--- config.mk ---
export PLATFORM = sky130hd
export DESIGN_NAME = psram_bist
export DESIGN_NICKNAME = d
export VERILOG_FILES = /design/src/rtl/psram_bist_pkg.sv /design/src/rtl/psram_bist_pattern.sv /design/src/rtl/psram_bist.sv
export SDC_FILE = /design/constraint.sdc
export NUM_CORES = 1
export LEC_CHECK = 0
export CAP_MARGIN = 40
export CORE_UTILIZATION = 51
export DETAILED_ROUTE_END_ITERATION = 16
export PLACE_DENSITY = 0.78
export SYNTH_ARGS = -nofsm -noshare
export SYNTH_HDL_FRONTEND = slang
export SYNTH_SLANG_ARGS = --single-unit
--- constraint.sdc ---
create_clock -name clk -period 8 [get_ports clk]
set_input_delay 1.2 -clock clk [delete_from_list [all_inputs] [get_ports clk]]
set_output_delay 1.2 -clock clk [all_outputs]
set_load 0.02 [all_outputs]
--- src/rtl/psram_bist_pkg.sv ---
// psram_bist_pkg: shared state, pattern and fail encodings for the PSRAM BIST.
// Holds the LFSR constants and the data pattern function used for write and compare.
package psram_bist_pkg;

  typedef enum logic [2:0] {
    S_IDLE,
    S_INIT,
    S_WR_ISSUE,
    S_WR_WAIT,
    S_RD_ISSUE,
    S_RD_WAIT,
    S_FIN
  } state_e;

  typedef enum logic [1:0] {
    PAT_HASH = 2'd0,
    PAT_ADDR = 2'd1,
    PAT_WALK = 2'd2,
    PAT_LFSR = 2'd3
  } pat_e;

  typedef enum logic [1:0] {
    FC_NONE = 2'd0,
    FC_INIT = 2'd1,
    FC_WR   = 2'd2,
    FC_RD   = 2'd3
  } fail_e;

  // Fibonacci LFSR x^16+x^14+x^13+x^11+1, shifting right.
  localparam logic [15:0] LFSR_SEED = 16'hACE1;
  localparam logic [15:0] LFSR_TAPS = 16'h002D;

  function automatic logic [15:0] lfsr_step(input logic [15:0] s);
    return {^(s & LFSR_TAPS), s[15:1]};
  endfunction

  // Byte accesses replicate the low byte onto both lanes.
  function automatic logic [15:0] pat_fn(
    input logic [15:0] a,
    input logic [15:0] lfsr,
    input pat_e        code,
    input logic        word
  );
    logic [15:0] v;
    unique case (code)
      PAT_HASH: v = {8'h00, 8'(a[7:0] + 8'h01)};
      PAT_ADDR: v = a;
      PAT_WALK: v = 16'h0001 << a[4:1];
      PAT_LFSR: v = lfsr;
    endcase
    return word ? v : {v[7:0], v[7:0]};
  endfunction

endpackage

--- src/rtl/psram_bist_pattern.sv ---
// psram_bist_pattern: data pattern generator with its LFSR register.
// The same sequence is replayed for writing and for the expected read data.
module psram_bist_pattern
  import psram_bist_pkg::*;
(
  input  logic        clk,
  input  logic        reset,
  input  logic        reseed,
  input  logic        advance,
  input  logic [1:0]  code,
  input  logic        word,
  input  logic [15:0] addr,
  output logic [15:0] data
);

  logic [15:0] lfsr;

  // LFSR state; reseed wins over advance
  always_ff @(posedge clk or posedge reset) begin
    if (reset) lfsr <= LFSR_SEED;
    else if (reseed) lfsr <= LFSR_SEED;
    else if (advance) lfsr <= lfsr_step(lfsr);
  end

  // Pattern value for the current address and LFSR state
  always_comb begin
    data = pat_fn(addr, lfsr, pat_e'(code), word);
  end

endmodule

--- src/rtl/psram_bist.sv ---
// psram_bist: windowed write-then-read self test on the PsramController request port.
// Build macro PSRAM_BIST_LAT_STATS_EN adds wr_1x/wr_2x/rd_1x/rd_2x latency tallies.
module psram_bist
  import psram_bist_pkg::*;
#(
  parameter int ADDR_W       = 22,
  parameter int DATA_W       = 16,
  parameter int CNT_W        = 24,
  parameter int INIT_TIMEOUT = 40_500_000,
  parameter int WR_TIMEOUT   = 11,
  parameter int RD_TIMEOUT   = 16,
  parameter int WR_2X_THRESH = 7,
  parameter int RD_2X_THRESH = 13
) (
  input  logic              clk,
  input  logic              reset,
  input  logic              start,
  input  logic [1:0]        pattern,
  input  logic              word_mode,
  input  logic              stop_on_err,
  input  logic [ADDR_W-1:0] base_addr,
  input  logic [ADDR_W-1:0] last_addr,
  output logic              running,
  output logic              done,
  output logic              pass,
  output logic [1:0]        fail_code,
  output logic [CNT_W-1:0]  err_count,
  output logic [ADDR_W-1:0] fail_addr,
  output logic [15:0]       fail_data,
  output logic              mem_read,
  output logic              mem_write,
  output logic              mem_byte_write,
  output logic [ADDR_W-1:0] mem_addr,
  output logic [15:0]       mem_din,
  input  logic [15:0]       mem_dout,
  input  logic              mem_busy
`ifdef PSRAM_BIST_LAT_STATS_EN
  ,
  output logic [CNT_W-1:0]  wr_1x,
  output logic [CNT_W-1:0]  wr_2x,
  output logic [CNT_W-1:0]  rd_1x,
  output logic [CNT_W-1:0]  rd_2x
`endif
);

  if (DATA_W != 16) begin : g_dw_chk
    $error("psram_bist: DATA_W must be 16");
  end
  if (ADDR_W < 16) begin : g_aw_chk
    $error("psram_bist: ADDR_W must be at least 16");
  end
  if (WR_2X_THRESH >= WR_TIMEOUT || RD_2X_THRESH >= RD_TIMEOUT) begin : g_th_chk
    $error("psram_bist: 2x thresholds must lie below the timeouts");
  end

  state_e            state;
  logic [31:0]       tmr;
  logic [ADDR_W-1:0] addr_q;
  logic [ADDR_W-1:0] base_q;
  logic [ADDR_W-1:0] last_q;
  logic [8:0]        inc_lo;
  logic [1:0]        pat_q;
  logic              word_q;
  logic              stop_q;
  logic [15:0]       exp_q;

  logic [ADDR_W-1:0] base_m;
  logic [ADDR_W-1:0] last_m;
  logic [ADDR_W-1:0] addr_inc;
  logic              is_last;
  logic [7:0]        lane;
  logic              miss;
  logic              pat_reseed;
  logic              pat_adv;
  logic [15:0]       pat_data;

  function automatic logic [CNT_W-1:0] sat_inc(input logic [CNT_W-1:0] v);
    return (&v) ? v : v + 1'b1;
  endfunction

  // Window setup, address step, compare and pattern control decode
  always_comb begin
    base_m = base_addr;
    last_m = last_addr;
    if (word_mode) begin
      base_m[0] = 1'b0;
      last_m[0] = 1'b0;
    end
    addr_inc = {addr_q[ADDR_W-1:8] + (ADDR_W-8)'(inc_lo[8]), inc_lo[7:0]};
    is_last = (addr_q == last_q);
    lane = addr_q[0] ? mem_dout[15:8] : mem_dout[7:0];
    miss = word_q ? (mem_dout != exp_q) : (lane != exp_q[7:0]);
    pat_reseed = (state == S_INIT) || (state == S_WR_WAIT && is_last);
    pat_adv = (state == S_WR_ISSUE) || (state == S_RD_ISSUE);
  end

  psram_bist_pattern u_pat (
    .clk     (clk),
    .reset   (reset),
    .reseed  (pat_reseed),
    .advance (pat_adv),
    .code    (pat_q),
    .word    (word_q),
    .addr    (addr_q[15:0]),
    .data    (pat_data)
  );

  // Test sequencer with registered request and result outputs
  always_ff @(posedge clk or posedge reset) begin
    if (reset) begin
      state          <= S_IDLE;
      tmr            <= '0;
      addr_q         <= '0;
      base_q         <= '0;
      last_q         <= '0;
      inc_lo         <= '0;
      pat_q          <= '0;
      word_q         <= 1'b0;
      stop_q         <= 1'b0;
      exp_q          <= '0;
      running        <= 1'b0;
      done           <= 1'b0;
      pass           <= 1'b0;
      fail_code      <= FC_NONE;
      err_count      <= '0;
      fail_addr      <= '0;
      fail_data      <= '0;
      mem_read       <= 1'b0;
      mem_write      <= 1'b0;
      mem_byte_write <= 1'b0;
      mem_addr       <= '0;
      mem_din        <= '0;
`ifdef PSRAM_BIST_LAT_STATS_EN
      wr_1x          <= '0;
      wr_2x          <= '0;
      rd_1x          <= '0;
      rd_2x          <= '0;
`endif
    end else begin
      done      <= 1'b0;
      mem_read  <= 1'b0;
      mem_write <= 1'b0;
      unique case (state)
        S_IDLE: begin
          if (start) begin
            base_q         <= base_m;
            last_q         <= (last_m < base_m) ? base_m : last_m;
            addr_q         <= base_m;
            pat_q          <= pattern;
            word_q         <= word_mode;
            stop_q         <= stop_on_err;
            mem_byte_write <= ~word_mode;
            running        <= 1'b1;
            pass           <= 1'b0;
            fail_code      <= FC_NONE;
            err_count      <= '0;
            fail_addr      <= '0;
            fail_data      <= '0;
            tmr            <= '0;
`ifdef PSRAM_BIST_LAT_STATS_EN
            wr_1x          <= '0;
            wr_2x          <= '0;
            rd_1x          <= '0;
            rd_2x          <= '0;
`endif
            state          <= S_INIT;
          end
        end
        S_INIT: begin
          if (!mem_busy) begin
            state <= S_WR_ISSUE;
          end else if (tmr >= 32'(INIT_TIMEOUT - 1)) begin
            fail_code <= FC_INIT;
            fail_addr <= base_q;
            state     <= S_FIN;
          end else begin
            tmr <= tmr + 32'd1;
          end
        end
        S_WR_ISSUE: begin
          mem_write <= 1'b1;
          mem_addr  <= {addr_q[ADDR_W-1:1], addr_q[0] & ~word_q};
          mem_din   <= pat_data;
          inc_lo    <= {1'b0, addr_q[7:0]} + {7'd0, word_q, ~word_q};
          tmr       <= '0;
          state     <= S_WR_WAIT;
        end
        S_WR_WAIT: begin
          tmr <= tmr + 32'd1;
          if (tmr >= 32'd2 && !mem_busy) begin
`ifdef PSRAM_BIST_LAT_STATS_EN
            if (tmr > 32'(WR_2X_THRESH)) wr_2x <= sat_inc(wr_2x);
            else wr_1x <= sat_inc(wr_1x);
`endif
            if (is_last) begin
              addr_q <= base_q;
              state  <= S_RD_ISSUE;
            end else begin
              addr_q <= addr_inc;
              state  <= S_WR_ISSUE;
            end
          end else if (tmr == 32'(WR_TIMEOUT)) begin
            fail_code <= FC_WR;
            fail_addr <= addr_q;
            state     <= S_FIN;
          end
        end
        S_RD_ISSUE: begin
          mem_read <= 1'b1;
          mem_addr <= {addr_q[ADDR_W-1:1], addr_q[0] & ~word_q};
          exp_q    <= pat_data;
          inc_lo   <= {1'b0, addr_q[7:0]} + {7'd0, word_q, ~word_q};
          tmr      <= '0;
          state    <= S_RD_WAIT;
        end
        S_RD_WAIT: begin
          tmr <= tmr + 32'd1;
          if (tmr >= 32'd2 && !mem_busy) begin
`ifdef PSRAM_BIST_LAT_STATS_EN
            if (tmr > 32'(RD_2X_THRESH)) rd_2x <= sat_inc(rd_2x);
            else rd_1x <= sat_inc(rd_1x);
`endif
            if (miss) begin
              err_count <= sat_inc(err_count);
              if (err_count == '0) begin
                fail_addr <= addr_q;
                fail_data <= mem_dout;
              end
            end
            if ((miss && stop_q) || is_last) begin
              state <= S_FIN;
            end else begin
              addr_q <= addr_inc;
              state  <= S_RD_ISSUE;
            end
          end else if (tmr == 32'(RD_TIMEOUT)) begin
            fail_code <= FC_RD;
            fail_addr <= addr_q;
            state     <= S_FIN;
          end
        end
        S_FIN: begin
          done    <= 1'b1;
          pass    <= (err_count == '0) && (fail_code == FC_NONE);
          running <= 1'b0;
          state   <= S_IDLE;
        end
        default: state <= S_IDLE;
      endcase
    end
  end

endmodule

-- Word level (Yosys, flattened, before mapping)
Cells that the tools add are included.
- flip-flop bits (word level): 254
- latch bits: 0
- memory bits (writable): 0
- ROM bits: 0
- input port bits: 68
- output and inout bits: 108
- word-level logic and storage cells: 163
- memories kept: 0
- add/subtract/negate cells: 5
- multipliers: 0
- divide/modulo/power cells: 0
- order comparisons: 3
- equality and inequality tests: 33
- shifts and indexed selects: 1
- multiplexer cells: 64
- bitwise operators: 3
- reduce and logical (&&, ||, !) cells: 31
- operators with widths (cell ; count):
    $mux W22 ; 15
    $pmux W32 S4 ; 1
    $mux W16 ; 7
    $mux W24 ; 4
    $mux W32 ; 3
    $pmux W22 S4 ; 1
    $pmux W22 S3 ; 1
    $pmux W16 S4 ; 1
    $pmux W24 S2 ; 1
    $add A32 B1 Y32 const B ; 1
    $eq A32 B4 Y1 const B ; 1
    $eq A32 B5 Y1 const B ; 1
    $ge A32 B2 Y1 const B ; 1
    $ge A32 B26 Y1 const B ; 1
    $pmux W16 S2 ; 1
    $add A24 B1 Y24 const B ; 1
    $logic_not A24 Y1 ; 1
    $mux W3 ; 8
    $reduce_and A24 Y1 ; 1
    $eq A22 B22 Y1 ; 1
    $lt A22 B22 Y1 ; 1
    $ne A2 B2 Y1 const B ; 11
    $pmux W3 S6 ; 1
    $mux W2 ; 8
    36 further kinds ; 67

-- Logic depth before layout (Yosys ltp)
- depth in word-level cells: 8
- mapped depth: 12

-- Cells and area by module
From an unflattened synthesis, not the netlist that was laid out.
- cells, all modules: 1450
- area total of the unflattened synthesis: 14286.2 µm²
- by module, submodules not included (module ; times used ; cells each ; area each (µm²)):
    psram_bist ; 1 ; 1290 ; 12847.3
    psram_bist_pattern ; 1 ; 160 ; 1438.9

-- Worst setup path after synthesis
Ideal clock, no wire load.
- path type: in2reg
- start point: input port mem_dout[13]
- end point: register fail_addr[0]
- library setup time: 0.125 ns
- arrival: 3.169 ns
- required time: 7.875 ns
- path slack: 4.706 ns
- stages: 10
- path buffers: 2
- cells stage by stage: mux2i_1 xor2_1 nand3_1 or4_4 and3_1 buf_6 and2_4 o21ai_4 buf_6 mux2_2
- word-level cells in the longest chain between the ends: 5
- elaborated cells between the ends (all ways): 6
- those cells by class: 3 x eq/ne; 2 x mux; 1 x reduce/logical
- RTL lines (item ; RTL line ; source):
    from (decl) ; psram_bist.sv:35 ; input logic [15:0] mem_dout,
    $mux W8 ; psram_bist.sv:91 ; lane = addr_q[0] ? mem_dout[15:8] : mem_dout[7:0];
    $ne A8 B8 Y1 ; psram_bist.sv:92 ; miss = word_q ? (mem_dout != exp_q) : (lane != exp_q[7:0]);
    $mux W1 * ; psram_bist.sv:92 ;
    $ne A3 B3 Y1 (no source line) * ; - ;
    $reduce_and A9 Y1 (no source line) * ; - ;
    to (signal assigned) ; psram_bist.sv:174 ; fail_addr <= base_q;
    to (signal assigned) ; psram_bist.sv:204 ; fail_addr <= addr_q;
    to (signal assigned) ; psram_bist.sv:226 ; fail_addr <= addr_q;
    to (decl) ; psram_bist.sv:28 ; output logic [ADDR_W-1:0] fail_addr,
Mark *: on every way between the ends. The rest lies on a longest branch, timed or not.
A chain may end at the register's enable or synchronous reset.

-- Worst setup path after layout
- start point: input port mem_dout[11]
- end point: register fail_addr[17]
The elaborated chain is that of the path after synthesis.

==> summary.md <==
| Metric | Value |
|---|---|
| FP Rows | 59 |
| Primary FF master, synth | dfrtp_1 |
| Later-pin clock latency in the skew report | 540 ps |
| Skew final | 11.6 ps |
| Drc violations | 0 |
| Pwr per Cell Area | 373 nW/um^2 |
| Initial antenna violation count | 0 |
| Min-Delay Path Class | flip-flop to flip-flop |
| Startpoint types | input pin |
| CTS Sinks | 254 |
| HP Start | mem_addr[8] |
| CP required | 8420 ps |
| Fraction of registers with async set/reset | 100% |
| Initial core utilization | 52.0% |
| Dpl cell area | 15700 sq um |
| Routability Congestion | 0.894 |
| Syn_nets | 1591 |
| Layout cells sized above 1 | 7.58% |
| Fin area | 16700 sq um |
| Worst hold endpoint | mem_addr[8] |
| Synth unique cells | 67 |
| GRT Total Usage | 28.7% |
| Max Buffers Root-to-Sink | 3 |
| Max_slew headroom | 38.1% |
| Syn Inst Count | 1491 |
| Hold Crit Depth | 2 |
| Setup TNS | 0 ps |
| Antenna diodes | 0 |
| First-pass GRT wire length | 61300 um |
| I/O Buffers | 175 |
| Final setup fails | 0 |
| Worst Path Max Fanout | 22 |
| R2R Path Start | tmr[26] |
| HPWL Detailed | 27400 um |
| CTS root buf | clkbuf_16 |
| Max-slew violations | 0 |
| Post-CTS sizing | 0 |
| Core area | 26100 sq um |
| Crit path arrival time | 4490 ps |
| Status | complete, no violations |
| Drt wl/cell | 19.3 um |
| Pre-antenna DRT Iters | 6 |
| Area growth syn-to-layout | 23.0% |
| Reg clk slew, reported paths | 60 ps |
| Max-cap violations | 0 |
| Die X | 165 um |
| WHS | 481 ps |
| Post-Syn Area | 13500 sq um |
| Worst R2R Path Depth | 8 |
| Antenna Nets Post-Route | 0 |
| Vias in the first global route | 11514 |
| Largest net degree at the start of global routing | 91 |
| Post-synthesis sequential area ratio | 47.0% |
| Final Util | 63.9% |
| WS Path Type | input pin to flip-flop |
| Synth warnings | 0 |
| Final Hold Fails | 0 |
| R2R Setup Slk | 4280 ps |
| RSZ-0062 raised after global routing | false |
| Post-CTS Setup Repair Bufs | 0 |
| Die Y | 165 um |
| Final WL | 38300 um |
| Reg2reg end | fail_addr[17] |
| Seq cells post-synth | 254 |
| Via count | 11976 |
| VDD IR max | 233 uV |
| Num CTS Buffers | 28 |
| Min Tclk post-route | 4070 ps |
| Leakage | 7.26 nW |
| Iteration-0 DRC count of the detailed router | 1183 |
| Nets@finish | 1727 |
| Grt ovf | 0 |
| Worst slew pin tran | 925 ps |
| Count of hold-fix buffers inserted at cts | 0 |
| Synthesized area per cell | 9.08 sq um |
| Achievable frequency | 246 MHz |
| Overall power | 6.21 mW |
| Number of synthesized flops with an enable pin | 0 |
| Crit path capture type | flip-flop |
| CTS H-tree lvls | 1 |
| Routed vias/inst | 6.04 |
| CTS tree | yes |
| Fin crit share | 50.9% |
| I/O pins | 176 |
| Die area | 27200 sq um |
[routing by layer]
layer / GRT usage [%] / share of wire, % / vias up
li1: - / - / 5545
met1: 40.3 / 43 / 5796
met2: 44.9 / 46 / 531
met3: 3.62 / 6.8 / 104
met4: 12.2 / 4.0 / 0
met5: 0 / 0 / -
[per-stage QoR]
step / std cells / setup WS (ps)
global route: 1984 / 3840
finish: 1984 / 3930
floorplan: 1491 / 3460
global placement: 1917 / 3460
detailed placement: 1932 / 3430
CTS: 1984 / 3970
[critical path, cell delays in order]
cell	delay (ps)
clkdlybuf4s50_1	490
mux2i_1	210
xor2_1	170
nand3_1	100
or4_4	520
and3_1	390
and2_4	260
o21ai_4	710
mux2_2	420
[how the worst max path moves through the flow]
| stage | startpoint | endpoint | slack (ps) | cells past startpoint |
|---|---|---|---|---|
| after floorplan | reset | addr_q[0] | 3460 | 1 |
| after global routing | mem_dout[11] | fail_addr[8] | 3840 | 9 |
| final | mem_dout[11] | fail_addr[17] | 3930 | 9 |
| after global placement | mem_dout[11] | fail_addr[2] | 3460 | 9 |
| after detailed placement | mem_dout[11] | fail_addr[17] | 3430 | 9 |
| after CTS | mem_dout[11] | fail_addr[17] | 3970 | 9 |
[cells by family (layout without fill, tap and decap cells)]
kind of cell             Yosys count  in the layout  synth area share, %
AO/OA/AOI/OAI                    354            354                 16.2
adder cells (fa/ha/maj)           32             32                 3.01
multiplexers                      59             59                 4.63
flip-flops                       254            254                 47.0
buffers and inverters            141            299                 4.29
XOR/XNOR                          90             90                 5.82
AND/OR/NAND/NOR                  561            561                 19.0
[area by class of cell]
| cell class | count | area (sq um) |
|---|---|---|
| flip-flops and latches | 254 | 6370 |
| well taps | 335 | 419 |
| inverters | 44 | 169 |
| repair buffers | 203 | 2090 |
| multi-input cells | 1096 | 6630 |
| clock buffers | 42 | 825 |
| fillers | 2111 | 9400 |
| clock inverters | 10 | 161 |
[layout by cell type (no fill, tap or decap), types with 5 or more instances in the layout]
cell / instances
or3_1: 10
and3_1: 23
ha_1: 31
nor4_1: 26
nor3b_1: 9
a22o_1: 36
inv_1: 43
nor2b_1: 6
clkdlybuf4s50_1: 175
a21oi_1: 64
a31oi_1: 11
o31ai_1: 8
nand2_1: 257
clkbuf_1: 8
buf_4: 16
buf_8: 6
xnor2_1: 71
mux2i_1: 30
nand2b_1: 5
nand3_1: 40
a222oi_1: 10
mux2_2: 27
nand4_1: 30
dfstp_2: 8
o21ai_0: 167
nor2_1: 99
xor2_1: 19
clkbuf_8: 5
clkbuf_16: 29
dfrtp_1: 246
nor3_1: 29
a221oi_1: 12
[state kept, by name (all words and copies together), names as in the netlist]
name            flops
addr_q             22
base_q             22
done                1
err_count          24
exp_q              16
fail_addr          22
fail_code           2
fail_data          16
inc_lo              9
last_q             22
mem_addr           22
mem_byte_write      1
mem_din            16
mem_read            1
mem_write           1
pass                1
pat_q               2
running             1
state               3
stop_q              1
tmr                32
u_pat.lfsr         16
word_q              1
[power by group]
part	internal [mW]	switching, mW	total, mW
Sequential	1.72	0.517	2.24
Clock	0.841	0.526	1.37
Combinational	1.06	1.54	2.60
[cells in the mapped netlist (all sizes together), types with 4 or more instances]
cell type	n	area, sq um
nand2	258	968
dfrtp	246	6160
o21ai	171	878
nor2	102	383
clkbuf	78	294
xnor2	71	622
a21oi	64	320
inv	44	165
nand3	40	200
a22o	36	315
ha	31	388
nor3	31	155
mux2i	30	300
nand4	30	188
mux2	29	327
nor4	27	175
and3	23	144
buf	19	121
xor2	19	166
a221oi	12	105
a31oi	11	68.8
a222oi	10	100
or3	10	62.6
nor3b	9	67.6
dfstp	8	210
o31ai	8	60.1
nor2b	6	37.5
nand2b	5	31.3
a211oi	4	30.0
a21o	4	30.0
a41oi	4	35.0
nand3b	4	30.0
o21a	4	30.0
o311ai	4	35.0
Note: power is estimated with default switching activity, not from simulation.
